==> config.mk <==
export PLATFORM = sky130hd
export DESIGN_NAME = ucsbece154b_dual_issue_scheduler_flat
export DESIGN_NICKNAME = d
export VERILOG_FILES = /design/src/rtl/ucsbece154b_dual_issue_scheduler_if.sv /design/src/rtl/ucsbece154b_dual_issue_scheduler.sv /design/src/flat_wrapper.sv
export SDC_FILE = /design/constraint.sdc
export NUM_CORES = 1
export LEC_CHECK = 0
export CORE_MARGIN = 4
export CORE_UTILIZATION = 50
export DETAILED_ROUTE_END_ITERATION = 8
export PLACE_DENSITY = 0.72
export SLEW_MARGIN = 20
export SYNTH_ARGS = -nofsm -noshare
export SYNTH_HDL_FRONTEND = slang
export SYNTH_SLANG_ARGS = --single-unit
==> constraint.sdc <==
create_clock -name clk -period 15.4 [get_ports clk]
set_clock_uncertainty 0.05 [all_clocks]
set_input_delay 3.08 -clock clk [delete_from_list [all_inputs] [get_ports clk]]
set_output_delay 3.08 -clock clk [all_outputs]
set_load 0.02 [all_outputs]
==> src/rtl/ucsbece154b_dual_issue_scheduler_if.sv <==
// Fetch/decode bundle for the dual-issue scheduler: fetch group in, two issue slots out, plus
// occupancy and performance counters. The slave modport is the scheduler's view.
interface ucsbece154b_dual_issue_scheduler_if #(
  parameter int DEPTH = 8,
  parameter int CNT_W = 32
);
  logic [1:0]               fetch_cnt_i;
  logic [31:0]              fetch_instr0_i;
  logic [31:0]              fetch_instr1_i;
  logic [31:0]              fetch_pc0_i;
  logic [31:0]              fetch_pc1_i;
  logic                     fetch_ready_o;
  logic                     flush_i;
  logic                     stall_i;
  logic                     issue0_valid_o;
  logic                     issue1_valid_o;
  logic [31:0]              issue0_instr_o;
  logic [31:0]              issue1_instr_o;
  logic [31:0]              issue0_pc_o;
  logic [31:0]              issue1_pc_o;
  logic [$clog2(DEPTH):0]   count_o;
  logic [CNT_W-1:0]         perf_issued_o;
  logic [CNT_W-1:0]         perf_dual_o;
  logic [CNT_W-1:0]         perf_split_o;

  modport slave (
    input  fetch_cnt_i, fetch_instr0_i, fetch_instr1_i, fetch_pc0_i, fetch_pc1_i,
    input  flush_i, stall_i,
    output fetch_ready_o,
    output issue0_valid_o, issue1_valid_o, issue0_instr_o, issue1_instr_o,
    output issue0_pc_o, issue1_pc_o,
    output count_o, perf_issued_o, perf_dual_o, perf_split_o
  );

  modport master (
    output fetch_cnt_i, fetch_instr0_i, fetch_instr1_i, fetch_pc0_i, fetch_pc1_i,
    output flush_i, stall_i,
    input  fetch_ready_o,
    input  issue0_valid_o, issue1_valid_o, issue0_instr_o, issue1_instr_o,
    input  issue0_pc_o, issue1_pc_o,
    input  count_o, perf_issued_o, perf_dual_o, perf_split_o
  );
endinterface

==> src/rtl/ucsbece154b_dual_issue_scheduler.sv <==
// Circular instruction buffer feeding two decode slots; slot 1 only issues when the oldest pair
// is hazard-free. Issue outputs are combinational from registered state and flush, never stall.
module ucsbece154b_dual_issue_scheduler #(
  parameter int DEPTH = 8,
  parameter int CNT_W = 32
) (
  input  logic clk,
  input  logic reset,
  ucsbece154b_dual_issue_scheduler_if.slave bus
);

  localparam int PTR_W    = $clog2(DEPTH);
  localparam int CNT_BITS = PTR_W + 1;

  localparam logic [6:0] OP_R      = 7'b0110011;
  localparam logic [6:0] OP_IMM    = 7'b0010011;
  localparam logic [6:0] OP_LOAD   = 7'b0000011;
  localparam logic [6:0] OP_STORE  = 7'b0100011;
  localparam logic [6:0] OP_LUI    = 7'b0110111;
  localparam logic [6:0] OP_AUIPC  = 7'b0010111;
  localparam logic [6:0] OP_JAL    = 7'b1101111;
  localparam logic [6:0] OP_JALR   = 7'b1100111;
  localparam logic [6:0] OP_BRANCH = 7'b1100011;

  logic [31:0]         r_instr [DEPTH];
  logic [31:0]         r_pc    [DEPTH];
  logic [PTR_W-1:0]    r_head;
  logic [PTR_W-1:0]    r_tail;
  logic [CNT_BITS-1:0] r_count;
  logic [CNT_W-1:0]    r_perf_issued;
  logic [CNT_W-1:0]    r_perf_dual;
  logic [CNT_W-1:0]    r_perf_split;

  logic [PTR_W-1:0]    w_head1;
  logic [PTR_W-1:0]    w_tail1;
  logic [31:0]         w_e0;
  logic [31:0]         w_e1;
  logic                w_fetch_ready;
  logic                w_pair_ok;
  logic                w_v0;
  logic                w_v1;
  logic [1:0]          w_enq;
  logic [1:0]          w_deq;
  logic                w_multi;
  logic [CNT_BITS-1:0] w_count_next;

  function automatic logic is_writer(input logic [31:0] ins);
    logic [6:0] op;
    op = ins[6:0];
    return (op == OP_R) || (op == OP_IMM) || (op == OP_LOAD) || (op == OP_LUI) ||
           (op == OP_AUIPC) || (op == OP_JAL) || (op == OP_JALR);
  endfunction

  function automatic logic reads_rs1(input logic [31:0] ins);
    logic [6:0] op;
    op = ins[6:0];
    return !((op == OP_LUI) || (op == OP_AUIPC) || (op == OP_JAL));
  endfunction

  function automatic logic reads_rs2(input logic [31:0] ins);
    logic [6:0] op;
    op = ins[6:0];
    return (op == OP_R) || (op == OP_STORE) || (op == OP_BRANCH);
  endfunction

  function automatic logic is_ctrl(input logic [31:0] ins);
    logic [6:0] op;
    op = ins[6:0];
    return (op == OP_BRANCH) || (op == OP_JAL) || (op == OP_JALR);
  endfunction

  function automatic logic is_mem(input logic [31:0] ins);
    logic [6:0] op;
    op = ins[6:0];
    return (op == OP_LOAD) || (op == OP_STORE);
  endfunction

  assign w_head1 = r_head + PTR_W'(1);
  assign w_tail1 = r_tail + PTR_W'(1);
  assign w_e0    = r_instr[r_head];
  assign w_e1    = r_instr[w_head1];

  // Only registered count feeds ready, so fetch never sees a combinational path from decode.
  assign w_fetch_ready = (CNT_BITS'(DEPTH) - r_count) >= CNT_BITS'(2);
  assign w_multi       = r_count >= CNT_BITS'(2);

  always_comb begin
    logic raw;
    logic waw;
    raw = 1'b0;
    waw = 1'b0;
    if (is_writer(w_e0) && (w_e0[11:7] != 5'd0)) begin
      raw = (reads_rs1(w_e1) && (w_e0[11:7] == w_e1[19:15])) ||
            (reads_rs2(w_e1) && (w_e0[11:7] == w_e1[24:20]));
      waw = is_writer(w_e1) && (w_e0[11:7] == w_e1[11:7]);
    end
    w_pair_ok = !raw && !waw && !is_ctrl(w_e0) && !(is_mem(w_e0) && is_mem(w_e1));
  end

  assign w_v0 = (r_count != '0) && !bus.flush_i;
  assign w_v1 = w_multi && !bus.flush_i && w_pair_ok;

  always_comb begin
    w_enq = 2'd0;
    if (w_fetch_ready && !bus.flush_i &&
        ((bus.fetch_cnt_i == 2'd1) || (bus.fetch_cnt_i == 2'd2)))
      w_enq = bus.fetch_cnt_i;
    w_deq = 2'd0;
    if (!bus.stall_i)
      w_deq = {1'b0, w_v0} + {1'b0, w_v1};
    w_count_next = r_count + CNT_BITS'(w_enq) - CNT_BITS'(w_deq);
  end

  // Payload storage carries no reset; entries are only observed behind a valid count.
  always_ff @(posedge clk) begin
    if (w_enq != 2'd0) begin
      r_instr[r_tail] <= bus.fetch_instr0_i;
      r_pc[r_tail]    <= bus.fetch_pc0_i;
    end
    if (w_enq == 2'd2) begin
      r_instr[w_tail1] <= bus.fetch_instr1_i;
      r_pc[w_tail1]    <= bus.fetch_pc1_i;
    end
  end

  always_ff @(posedge clk) begin
    if (!reset) begin
      r_head  <= '0;
      r_tail  <= '0;
      r_count <= '0;
    end else if (bus.flush_i) begin
      r_head  <= '0;
      r_tail  <= '0;
      r_count <= '0;
    end else begin
      r_head  <= r_head + PTR_W'(w_deq);
      r_tail  <= r_tail + PTR_W'(w_enq);
      r_count <= w_count_next;
    end
  end

  // Flush forces both valids low, so deq is already zero and counters hold on their own.
  always_ff @(posedge clk) begin
    if (!reset) begin
      r_perf_issued <= '0;
      r_perf_dual   <= '0;
      r_perf_split  <= '0;
    end else if (w_deq != 2'd0) begin
      r_perf_issued <= r_perf_issued + CNT_W'(w_deq);
      if (w_deq == 2'd2)
        r_perf_dual <= r_perf_dual + CNT_W'(1);
      if ((w_deq == 2'd1) && w_multi)
        r_perf_split <= r_perf_split + CNT_W'(1);
    end
  end

  assign bus.fetch_ready_o  = w_fetch_ready;
  assign bus.issue0_valid_o = w_v0;
  assign bus.issue1_valid_o = w_v1;
  assign bus.issue0_instr_o = w_e0;
  assign bus.issue1_instr_o = w_e1;
  assign bus.issue0_pc_o    = r_pc[r_head];
  assign bus.issue1_pc_o    = r_pc[w_head1];
  assign bus.count_o        = r_count;
  assign bus.perf_issued_o  = r_perf_issued;
  assign bus.perf_dual_o    = r_perf_dual;
  assign bus.perf_split_o   = r_perf_split;

endmodule

==> src/flat_wrapper.sv <==
// flat-port wrapper written by rule: the top's interface ports become plain ports
module ucsbece154b_dual_issue_scheduler_flat 
#(
  parameter int DEPTH = 8,
  parameter int CNT_W = 32
)
  (clk, reset, bus_fetch_cnt_i, bus_fetch_instr0_i, bus_fetch_instr1_i, bus_fetch_pc0_i, bus_fetch_pc1_i, bus_flush_i, bus_stall_i, bus_fetch_ready_o, bus_issue0_valid_o, bus_issue1_valid_o, bus_issue0_instr_o, bus_issue1_instr_o, bus_issue0_pc_o, bus_issue1_pc_o, bus_count_o, bus_perf_issued_o, bus_perf_dual_o, bus_perf_split_o);
  ucsbece154b_dual_issue_scheduler_if #(.DEPTH(DEPTH), .CNT_W(CNT_W)) bus_i ();
  input  logic clk;
  input  logic reset;
  input wire logic [$bits(bus_i.fetch_cnt_i)-1:0] bus_fetch_cnt_i;
  input wire logic [$bits(bus_i.fetch_instr0_i)-1:0] bus_fetch_instr0_i;
  input wire logic [$bits(bus_i.fetch_instr1_i)-1:0] bus_fetch_instr1_i;
  input wire logic [$bits(bus_i.fetch_pc0_i)-1:0] bus_fetch_pc0_i;
  input wire logic [$bits(bus_i.fetch_pc1_i)-1:0] bus_fetch_pc1_i;
  input wire logic [$bits(bus_i.flush_i)-1:0] bus_flush_i;
  input wire logic [$bits(bus_i.stall_i)-1:0] bus_stall_i;
  output wire logic [$bits(bus_i.fetch_ready_o)-1:0] bus_fetch_ready_o;
  output wire logic [$bits(bus_i.issue0_valid_o)-1:0] bus_issue0_valid_o;
  output wire logic [$bits(bus_i.issue1_valid_o)-1:0] bus_issue1_valid_o;
  output wire logic [$bits(bus_i.issue0_instr_o)-1:0] bus_issue0_instr_o;
  output wire logic [$bits(bus_i.issue1_instr_o)-1:0] bus_issue1_instr_o;
  output wire logic [$bits(bus_i.issue0_pc_o)-1:0] bus_issue0_pc_o;
  output wire logic [$bits(bus_i.issue1_pc_o)-1:0] bus_issue1_pc_o;
  output wire logic [$bits(bus_i.count_o)-1:0] bus_count_o;
  output wire logic [$bits(bus_i.perf_issued_o)-1:0] bus_perf_issued_o;
  output wire logic [$bits(bus_i.perf_dual_o)-1:0] bus_perf_dual_o;
  output wire logic [$bits(bus_i.perf_split_o)-1:0] bus_perf_split_o;
  assign bus_i.fetch_cnt_i = bus_fetch_cnt_i;
  assign bus_i.fetch_instr0_i = bus_fetch_instr0_i;
  assign bus_i.fetch_instr1_i = bus_fetch_instr1_i;
  assign bus_i.fetch_pc0_i = bus_fetch_pc0_i;
  assign bus_i.fetch_pc1_i = bus_fetch_pc1_i;
  assign bus_i.flush_i = bus_flush_i;
  assign bus_i.stall_i = bus_stall_i;
  assign bus_fetch_ready_o = bus_i.fetch_ready_o;
  assign bus_issue0_valid_o = bus_i.issue0_valid_o;
  assign bus_issue1_valid_o = bus_i.issue1_valid_o;
  assign bus_issue0_instr_o = bus_i.issue0_instr_o;
  assign bus_issue1_instr_o = bus_i.issue1_instr_o;
  assign bus_issue0_pc_o = bus_i.issue0_pc_o;
  assign bus_issue1_pc_o = bus_i.issue1_pc_o;
  assign bus_count_o = bus_i.count_o;
  assign bus_perf_issued_o = bus_i.perf_issued_o;
  assign bus_perf_dual_o = bus_i.perf_dual_o;
  assign bus_perf_split_o = bus_i.perf_split_o;
  ucsbece154b_dual_issue_scheduler #(.DEPTH(DEPTH), .CNT_W(CNT_W)) u_core (.clk(clk), .reset(reset), .bus(bus_i));
endmodule
# == Word level (Yosys, flattened, before mapping) ==
# Memory sizes are Yosys's and may differ from the RTL's. A register that Yosys moved wholly into a read port is not among the register bits.
# Index checks and enable logic that the tools add are counted.
# word_totals
n_memories,2
latchBits,0
inputBits,134
ramBits,512
word_cells,107
rom_bits,0
ff_bits,106
# mem_list
memory,words,word_bits,rd,rd_clocked_by_memory_dff,wr,line_no,text
u_core.r_instr,8,32,2,1,2,ucsbece154b_dual_issue_scheduler.sv:25,logic [31:0] r_instr [DEPTH];
u_core.r_pc,8,32,2,1,2,ucsbece154b_dual_issue_scheduler.sv:26,logic [31:0] r_pc [DEPTH];
# op_classes
n_eq_ne,26
div,0
shift,0
order_cmp,2
add_sub_neg,11
muxes,10
mul,0
reduce_logical,49
bitwise_logic,1
# ops
cell,n
$add A32 B1 Y32 const B,2
$eq A7 B6 Y1 const B,6
$eq A7 B7 Y1 const B,6
$add A32 B2 Y32,1
$eq A7 B5 Y1 const B,4
$logic_or A1 B1 Y1,22
$eq A5 B5 Y1,3
$eq A7 B2 Y1 const B,2
$logic_and A1 B1 Y1,14
$ge A4 B2 Y1 const B,2
$add A3 B1 Y3 const B,2
$add A3 B2 Y3,2
$eq A2 B2 Y1 const B,3
$logic_not A1 Y1,6
$mux W1,6
$mux W3,2
$reduce_bool A5 Y1,1
$add A4 B2 Y4,1
$eq A2 B1 Y1 const B,2
$mux W2,2
$reduce_and A2 Y1,2
$reduce_bool A2 Y1,2
$reduce_bool A4 Y1,1
$sub A4 B2 Y4,1
4 further kinds,4

# == Longest topological paths before layout ==
# Gate-level depths: netlist (run 1).
# An unclocked memory read counts as a cell.
# depth
depth_word,21
ltp_mapped,26

# == Least setup slack after synthesis (run 1) ==
# Ideal clock, no wire load.
# synth_path
path_kind,input-to-reg
start,in bus_fetch_cnt_i[1]
end,"mem u_core.r_instr[5][0], enable pin"
stages,4
required_time_ps,14776
setup_slack_ps,6698
arrival_ps,8078
path_buffers,0
setup_ps,574
cell_sequence,xnor2_1 > nor3_4 > nand2_1 > o21ai_0
# synth_lines
element,line_no,text
start: declaration,flat_wrapper.sv:11,input wire logic [$bits(bus_i.fetch_cnt_i)-1:0] bus_fetch_cnt_i;
end: declaration,ucsbece154b_dual_issue_scheduler.sv:25,

# == Worst setup path after layout (run 1) ==
# layout_path
start,reg u_core.r_head[0]
end,out bus_issue1_valid_o
# layout_via
elab_chain_len,16
word_cells_on_any_way,40
# layout_rtl
element,line_no,text
start: declaration,ucsbece154b_dual_issue_scheduler.sv:27,logic [PTR_W-1:0] r_head;
start signal: assignment,ucsbece154b_dual_issue_scheduler.sv:136,r_head <= r_head + PTR_W'(w_deq);
$add A3 B1 Y3 (*),ucsbece154b_dual_issue_scheduler.sv:78,assign w_head1 = r_head + PTR_W'(1);
$mem_v2 Z8 W32 (*),-,
$eq A7 B6 Y1 / $eq A7 B5 Y1 (equally long branches),"ucsbece154b_dual_issue_scheduler.sv:50, ucsbece154b_dual_issue_scheduler.sv:63",
$logic_or A1 B1 Y1 (4 in a row),ucsbece154b_dual_issue_scheduler.sv:50,return (op == OP_R) || (op == OP_IMM) || (op == OP_LOAD) || (op == OP_LUI) ||
$logic_or A1 B1 Y1 (2 in a row),ucsbece154b_dual_issue_scheduler.sv:51,(op == OP_AUIPC) || (op == OP_JAL) || (op == OP_JALR);
$logic_and A1 B1 Y1,ucsbece154b_dual_issue_scheduler.sv:95,waw = is_writer(w_e1) && (w_e0[11:7] == w_e1[11:7]);
$mux W1,ucsbece154b_dual_issue_scheduler.sv:92,if (is_writer(w_e0) && (w_e0[11:7] != 5'd0)) begin
$logic_not A1 Y1,ucsbece154b_dual_issue_scheduler.sv:97,w_pair_ok = !raw && !waw && !is_ctrl(w_e0) && !(is_mem(w_e0) && is_mem(w_e1));
$logic_and A1 B1 Y1 (2 in a row),ucsbece154b_dual_issue_scheduler.sv:97,
$logic_and A1 B1 Y1 (*),ucsbece154b_dual_issue_scheduler.sv:97,
$logic_and A1 B1 Y1 (*),ucsbece154b_dual_issue_scheduler.sv:101,assign w_v1 = w_multi && !bus.flush_i && w_pair_ok;
end: declaration,flat_wrapper.sv:20,output wire logic [$bits(bus_i.issue1_valid_o)-1:0] bus_issue1_valid_o;
# Mark *: on every way between the ends. The rest lies on a longest branch, timed or not.

==> results of run 1 <==
[stage by stage]
step                      setup slack, ns   util  power, mW  instances  hold WS, ns
after CTS                            5.68  0.603       4.78       3753        0.460
after global placement               6.34  0.573       3.20       3632        0.434
final                                5.78  0.604       4.75       3767        0.461
after global routing                 5.37  0.603       4.93       3758        0.492
after floorplan                      6.70      -       2.73       2457        0.504
after detailed placement             6.30  0.573       3.22       3632        0.452
[sequential cells by signal (all words and copies together), names as in the netlist]
signal                    flops
u_core.bus.perf_issued_o     32
u_core.r_head                 3
u_core.r_instr              256
u_core.bus.perf_split_o      32
u_core.r_tail                 3
u_core.bus.count_o            4
u_core.r_pc                 256
u_core.bus.perf_dual_o       32
[final timing paths]
path / depth (start not counted) / end / slack [ns] / start
setup / recovery: 10 / bus_issue1_valid_o / 5.78 / u_core.r_head[0]$_SDFF_PP0_
hold / removal: 2 / u_core.bus.perf_issued_o[0]$_SDFFE_PN0P_ / 0.46 / u_core.bus.perf_issued_o[0]$_SDFFE_PN0P_
setup reg to reg: 21 / u_core.bus.perf_issued_o[30]$_SDFFE_PN0P_ / 7.27 / u_core.r_head[0]$_SDFF_PP0_
hold reg to reg: 2 / u_core.bus.perf_issued_o[0]$_SDFFE_PN0P_ / 0.46 / u_core.bus.perf_issued_o[0]$_SDFFE_PN0P_
[power breakdown]
group,switching [mW],leakage (nW),internal [mW]
Sequential,0.0448,5.49,1.89
Clock,0.678,1.01,0.882
Combinational,0.669,7.26,0.589
[layout make-up]
type / count / area share
Antenna cell: 13 / 0.000780
Sequential cell: 618 / 0.420
Inverter: 31 / 0.00279
Tap cell: 931 / 0.0279
Timing Repair Buffer: 404 / 0.0951
Multi-Input combinational cell: 1649 / 0.404
Clock buffer: 92 / 0.0455
Clock inverter: 29 / 0.00405
[placed cells by master, fill, tap and decap left out, drive strengths merged, types with 22 or more instances in the layout]
| cell type | Yosys | routed |
|---|---|---|
| nor3b | 25 | 25 |
| mux2 | 537 | 537 |
| clkinv | 0 | 23 |
| nor2 | 30 | 30 |
| xnor2 | 77 | 77 |
| and2 | 84 | 84 |
| mux2i | 23 | 23 |
| nand2 | 350 | 350 |
| nor3 | 27 | 27 |
| dfxtp | 106 | 106 |
| mux4 | 244 | 244 |
| clkbuf | 39 | 92 |
| xor2 | 22 | 22 |
| nand4 | 22 | 22 |
| buf | 120 | 41 |
| clkdlybuf4s50 | 0 | 363 |
| nand3 | 40 | 40 |
| edfxtp | 512 | 512 |
| inv | 31 | 36 |
[logic make-up (layout without fill, tap and decap cells)]
group / Yosys count / after routing / share of synthesized area
and+or+nand+nor: 667 / 667 / 0.0944
AOI/OAI and AO/OA: 56 / 56 / 0.0113
xor gates and xnor gates: 99 / 99 / 0.0251
DFF: 618 / 618 / 0.498
buffers and inverters: 190 / 556 / 0.0264
muxes: 804 / 804 / 0.335
other: 0 / 13 / 0
adders and majority gates: 23 / 23 / 0.00926
[tightest hold or removal path, cell delays in order (launching register included)]
cell      delay [ns]
dfxtp_1         0.33
nand2_1         0.06
a21boi_0        0.07
[layer usage]
layer / part of all wire / vias to the layer above / routed length (um)
met5: 0.0012 / - / 127
met4: 0.027 / 16 / 2750
met3: 0.083 / 188 / 8640
met2: 0.49 / 982 / 51300
met1: 0.39 / 12143 / 40800
li1: - / 10120 / -
==> results.cfg, run 1 <==
[run_status]
outcome = finished clean

[finish]
seq_area_um2 = 17500
n_fill_cell = 5228
drive_gt1_frac = 0.326
areaGrowthSynthToFinish_pct = 18.7
nNetsFinal = 2931
stdcell_area_um2 = 41700
multi_input_area_um2 = 16800

[detailed_routing]
post-route-drc-count = 0
drt-total-wl_mm = 104
routedWlPerCell_um = 27.5
ant_nets = 0
viasPerCell = 6.22
first_iter_violations = 2241
vias = 23449
firstDrtPassIters = 7

[power]
p_leak_nw = 13.8
ir_drop_mv = 0.0833
power.density_nw_per_um2 = 114

[synth]
synth_top_area_cell = edfxtp_1
syn-instance-count = 2457
synthArstFlopShare = 0
synth_common_cells = edfxtp_1, mux2_2, nand2_1
yosysMostFrequentCell = edfxtp_1
syn_nets = 2614
synth_edf_count = 512
synth_ff_type = edfxtp_1
synth_top_area_frac = 0.438
ys_seq_area_frac = 0.498
yosys_warnings = 0
ys_ff_latch = 618
yosysUniqueCellTypes = 62
synth_area_per_cell_um2 = 14.3
synth.area.top_cells = edfxtp_1, mux2_2, mux4_2
synth_area_um2 = 35100

[worst_hold_path]
hold_class = flop to flop

[clock_tree]
clk_pin_slew_worst_paths_ns = 0.06
cts_tree = yes
post-cts-setup-buffer-count = 0
cts_resized = 0
cts_hold_buf = 0
cts_buffer_depth = 3
worstSkewPairLatency_ns = 0.62
cts_buffers = 70
root_buffer = clkbuf_16
clock_sinks = 618
cts_max_level = 3

[floorplan]
die_area_um2 = 74500
fp.dieH_um = 273
die_w_um = 273
rows = 96
start_util = 0.508
core_area_um2 = 69100
top_level_ports = 365

[timing]
max_freq_mhz = 104
worst_pin_slew_ns = 1.18
drv_slew = 0
min_period_ns = 9.62
hold_viol_final = 0
tns_ns = 0
rsz0062_at_grt = no
fin_crit_sh = 0.625
relSlewSlack = 0.211
finalSetupViolations = 0

[worst_setup_path]
cp_max_fo = 69
path_delay_family = buffers and inverters
crit_buf_inv = 3
cp.required_ns = 12.27
critical_path_class = flop to output port
crit_arrival_ns = 6.49
worst_path_most_repeated_cell = buf_4
end_kind = output port
cp_slowest_stage_delay_ns = 0.89
worst_path_max_delay_cell = dfxtp_4
cp-start-kind = flop
crit_chain = buf_4 -> buf_4 -> mux4_2 -> mux2i_1 -> and4_1 -> a211oi_2 -> nand4b_1 -> a2111oi_2 -> a211oi_1 -> clkdlybuf4s50_1

[grt]
use_met2 = 0.461
grt_busiest_layer = met2
grt_overflow = 0
grt_use_met3 = 0.0666
antenna_found_initial = 20
grt_pass1_wl_mm = 154
grt_max_degree = 99
grt_pass1_vias = 24180
grt_usage = 0.274
gr-usage-met1 = 0.356

[placement]
io_buffer_count = 364
placed_area_um2 = 39600
dpl.hpwl_mm = 63.0
gp_congestion = 0.824

[job]
maxCapViolCount = 0
Note: power is estimated with default switching activity, not from simulation.
==> inputs of run 2 (changes only) <==
--- a/config.mk
+++ b/config.mk
@@ -8,7 +8,7 @@
 export CORE_MARGIN = 4
 export CORE_UTILIZATION = 50
 export DETAILED_ROUTE_END_ITERATION = 8
-export PLACE_DENSITY = 0.72
+export PLACE_DENSITY = 0.74
 export SLEW_MARGIN = 20
 export SYNTH_ARGS = -nofsm -noshare
 export SYNTH_HDL_FRONTEND = slang
==> constraint.sdc (replaced) <==
create_clock -name clk -period 7.8 [get_ports clk]
set_clock_uncertainty 0.05 [all_clocks]
set_input_delay 1.56 -clock clk [delete_from_list [all_inputs] [get_ports clk]]
set_output_delay 1.56 -clock clk [all_outputs]
set_load 0.02 [all_outputs]
==> results.cfg, run 2 (synthesized netlist as in run 1, its figures left out) <==
[run_status]
outcome = finished clean

[detailed_routing]
ant_nets = 0
routedWlPerCell_um = 27.3
post-route-drc-count = 0
first_iter_violations = 2467
drt-total-wl_mm = 103
vias = 23554
firstDrtPassIters = 5
viasPerCell = 6.25

[floorplan]
core_area_um2 = 69100
fp.dieH_um = 273
start_util = 0.508
die_w_um = 273
die_area_um2 = 74500
top_level_ports = 365
rows = 96

[timing]
worst_slack_ns = 1.09
min_period_ns = 6.71
hold_viol_final = 0
fin_crit_sh = 0.860
tns_ns = 0
finalSetupViolations = 0
max_freq_mhz = 149
relSlewSlack = 0.267
worst_pin_slew_ns = 1.10
drv_slew = 0
rsz0062_at_grt = no

[grt]
antenna_found_initial = 18
grt_pass1_wl_mm = 153
grt_pass1_vias = 24320
grt_max_degree = 104
grt_overflow = 0
grt_usage = 0.271

[clock_tree]
cts_buffers = 71
cts_hold_buf = 0
root_buffer = clkbuf_16
cts_tree = yes
cts_max_level = 3
cts_resized = 0
post-cts-setup-buffer-count = 0
clk_pin_slew_worst_paths_ns = 0.06
worstSkewPairLatency_ns = 0.60
clock_sinks = 618
cts_buffer_depth = 3

[worst_setup_path]
end_kind = flop
crit_chain = buf_4 -> mux4_2 -> mux2i_2 -> xnor2_1 -> nor4b_1 -> nand4b_1 -> o21ai_1 -> a211oi_1 -> buf_4 -> ha_1 -> nor2b_1 -> ha_1 -> inv_1 -> fa_1 -> inv_1 -> nand3_1 -> nor4_1 -> and2_1 -> nand3_1 -> xnor2_1 -> and2_1
cp_slowest_stage_delay_ns = 0.66
cp_max_fo = 68
cp-start-kind = flop
crit_buf_inv = 4
path_delay_family = simple AND/OR/NAND/NOR gates
worst_path_max_delay_cell = buf_4
cp.required_ns = 8.23
crit_arrival_ns = 7.14
critical_path_class = flop to flop

[finish]
n_fill_cell = 5237
multi_input_area_um2 = 16800
seq_area_um2 = 17500
final_common_cell = edfxtp_1
areaGrowthSynthToFinish_pct = 18.7
nNetsFinal = 2935
final_cell_mix = edfxtp_1, mux2_2, clkdlybuf4s50_1
drive_gt1_frac = 0.327
largestRegisters = u_core.r_instr (256), u_core.r_pc (256)

[power]
p_leak_nw = 13.8
power.density_nw_per_um2 = 225
ir_drop_mv = 0.181

[worst_hold_path]
hold_class = flop to flop

[job]
maxCapViolCount = 0

[placement]
dpl.hpwl_mm = 63.6
gp_congestion = 0.860
pre_cts_ws_ns = 1.18
io_buffer_count = 364
[run 2: cell types whose count changed in the layout (fill, tap and decap cells not counted), sizes merged]
cell      previous run  this run
inv                 36        32
clkinvlp             0         3
bufinv               1         0
diode               13         8
buf                 41        44
clkbuf              92        96
clkinv              23        24
[run 2: path summary, 6_finish.rpt]
kind                                             from                                   endpoint  slack, ns  cells after the start
max                       u_core.r_head[0]$_SDFF_PP0_  u_core.bus.perf_issued_o[26]$_SDFFE_PN0P_       1.09                     21
min          u_core.bus.perf_issued_o[0]$_SDFFE_PN0P_   u_core.bus.perf_issued_o[0]$_SDFFE_PN0P_       0.45                      2
max reg2reg               u_core.r_head[0]$_SDFF_PP0_  u_core.bus.perf_issued_o[26]$_SDFFE_PN0P_       1.09                     21
min reg2reg  u_core.bus.perf_issued_o[0]$_SDFFE_PN0P_   u_core.bus.perf_issued_o[0]$_SDFFE_PN0P_       0.45                      2
[run 2: through the flow]
step	utilization	cells	total power [mW]	area (um^2)	hold slack, ns
floorplan	-	2457	5.40	35100	0.504
global placement	0.574	3636	6.32	39600	0.440
detailed placement	0.574	3636	6.37	39600	0.445
CTS	0.603	3760	9.41	41700	0.454
global route	0.604	3766	9.71	41700	0.493
finish	0.604	3768	9.37	41700	0.450
[run 2: tightest hold or removal path, cell delays in order (launching register included)]
cell and delay, ns:
dfxtp_1 0.33, nand2_1 0.06, a21boi_0 0.07
[run 2: report_power, final]
part / internal [mW] / total [mW] / leakage, nW / switching [mW]
logic: 1.17 / 2.50 / 7.28 / 1.33
clock network: 1.72 / 3.06 / 0.997 / 1.33
registers: 3.73 / 3.81 / 5.49 / 0.0773
[run 2: area by class of cell]
type                    count  area share
multi-input cells        1649       0.404
clock inverters            28     0.00327
flip-flops and latches    618       0.420
inverters                  31     0.00279
diodes                      8    0.000480
clock buffers              96      0.0461
well taps                 931      0.0279
repair buffers            407      0.0956
[run 2: metal layers]
| layer | vias to the layer above | track usage | part of all wire |
|---|---|---|---|
| met5 | - | 0 | 0.0014 |
| met4 | 20 | 0.0874 | 0.032 |
| met3 | 215 | 0.0629 | 0.085 |
| met2 | 1037 | 0.457 | 0.50 |
| met1 | 12163 | 0.349 | 0.39 |
| li1 | 10119 | - | - |
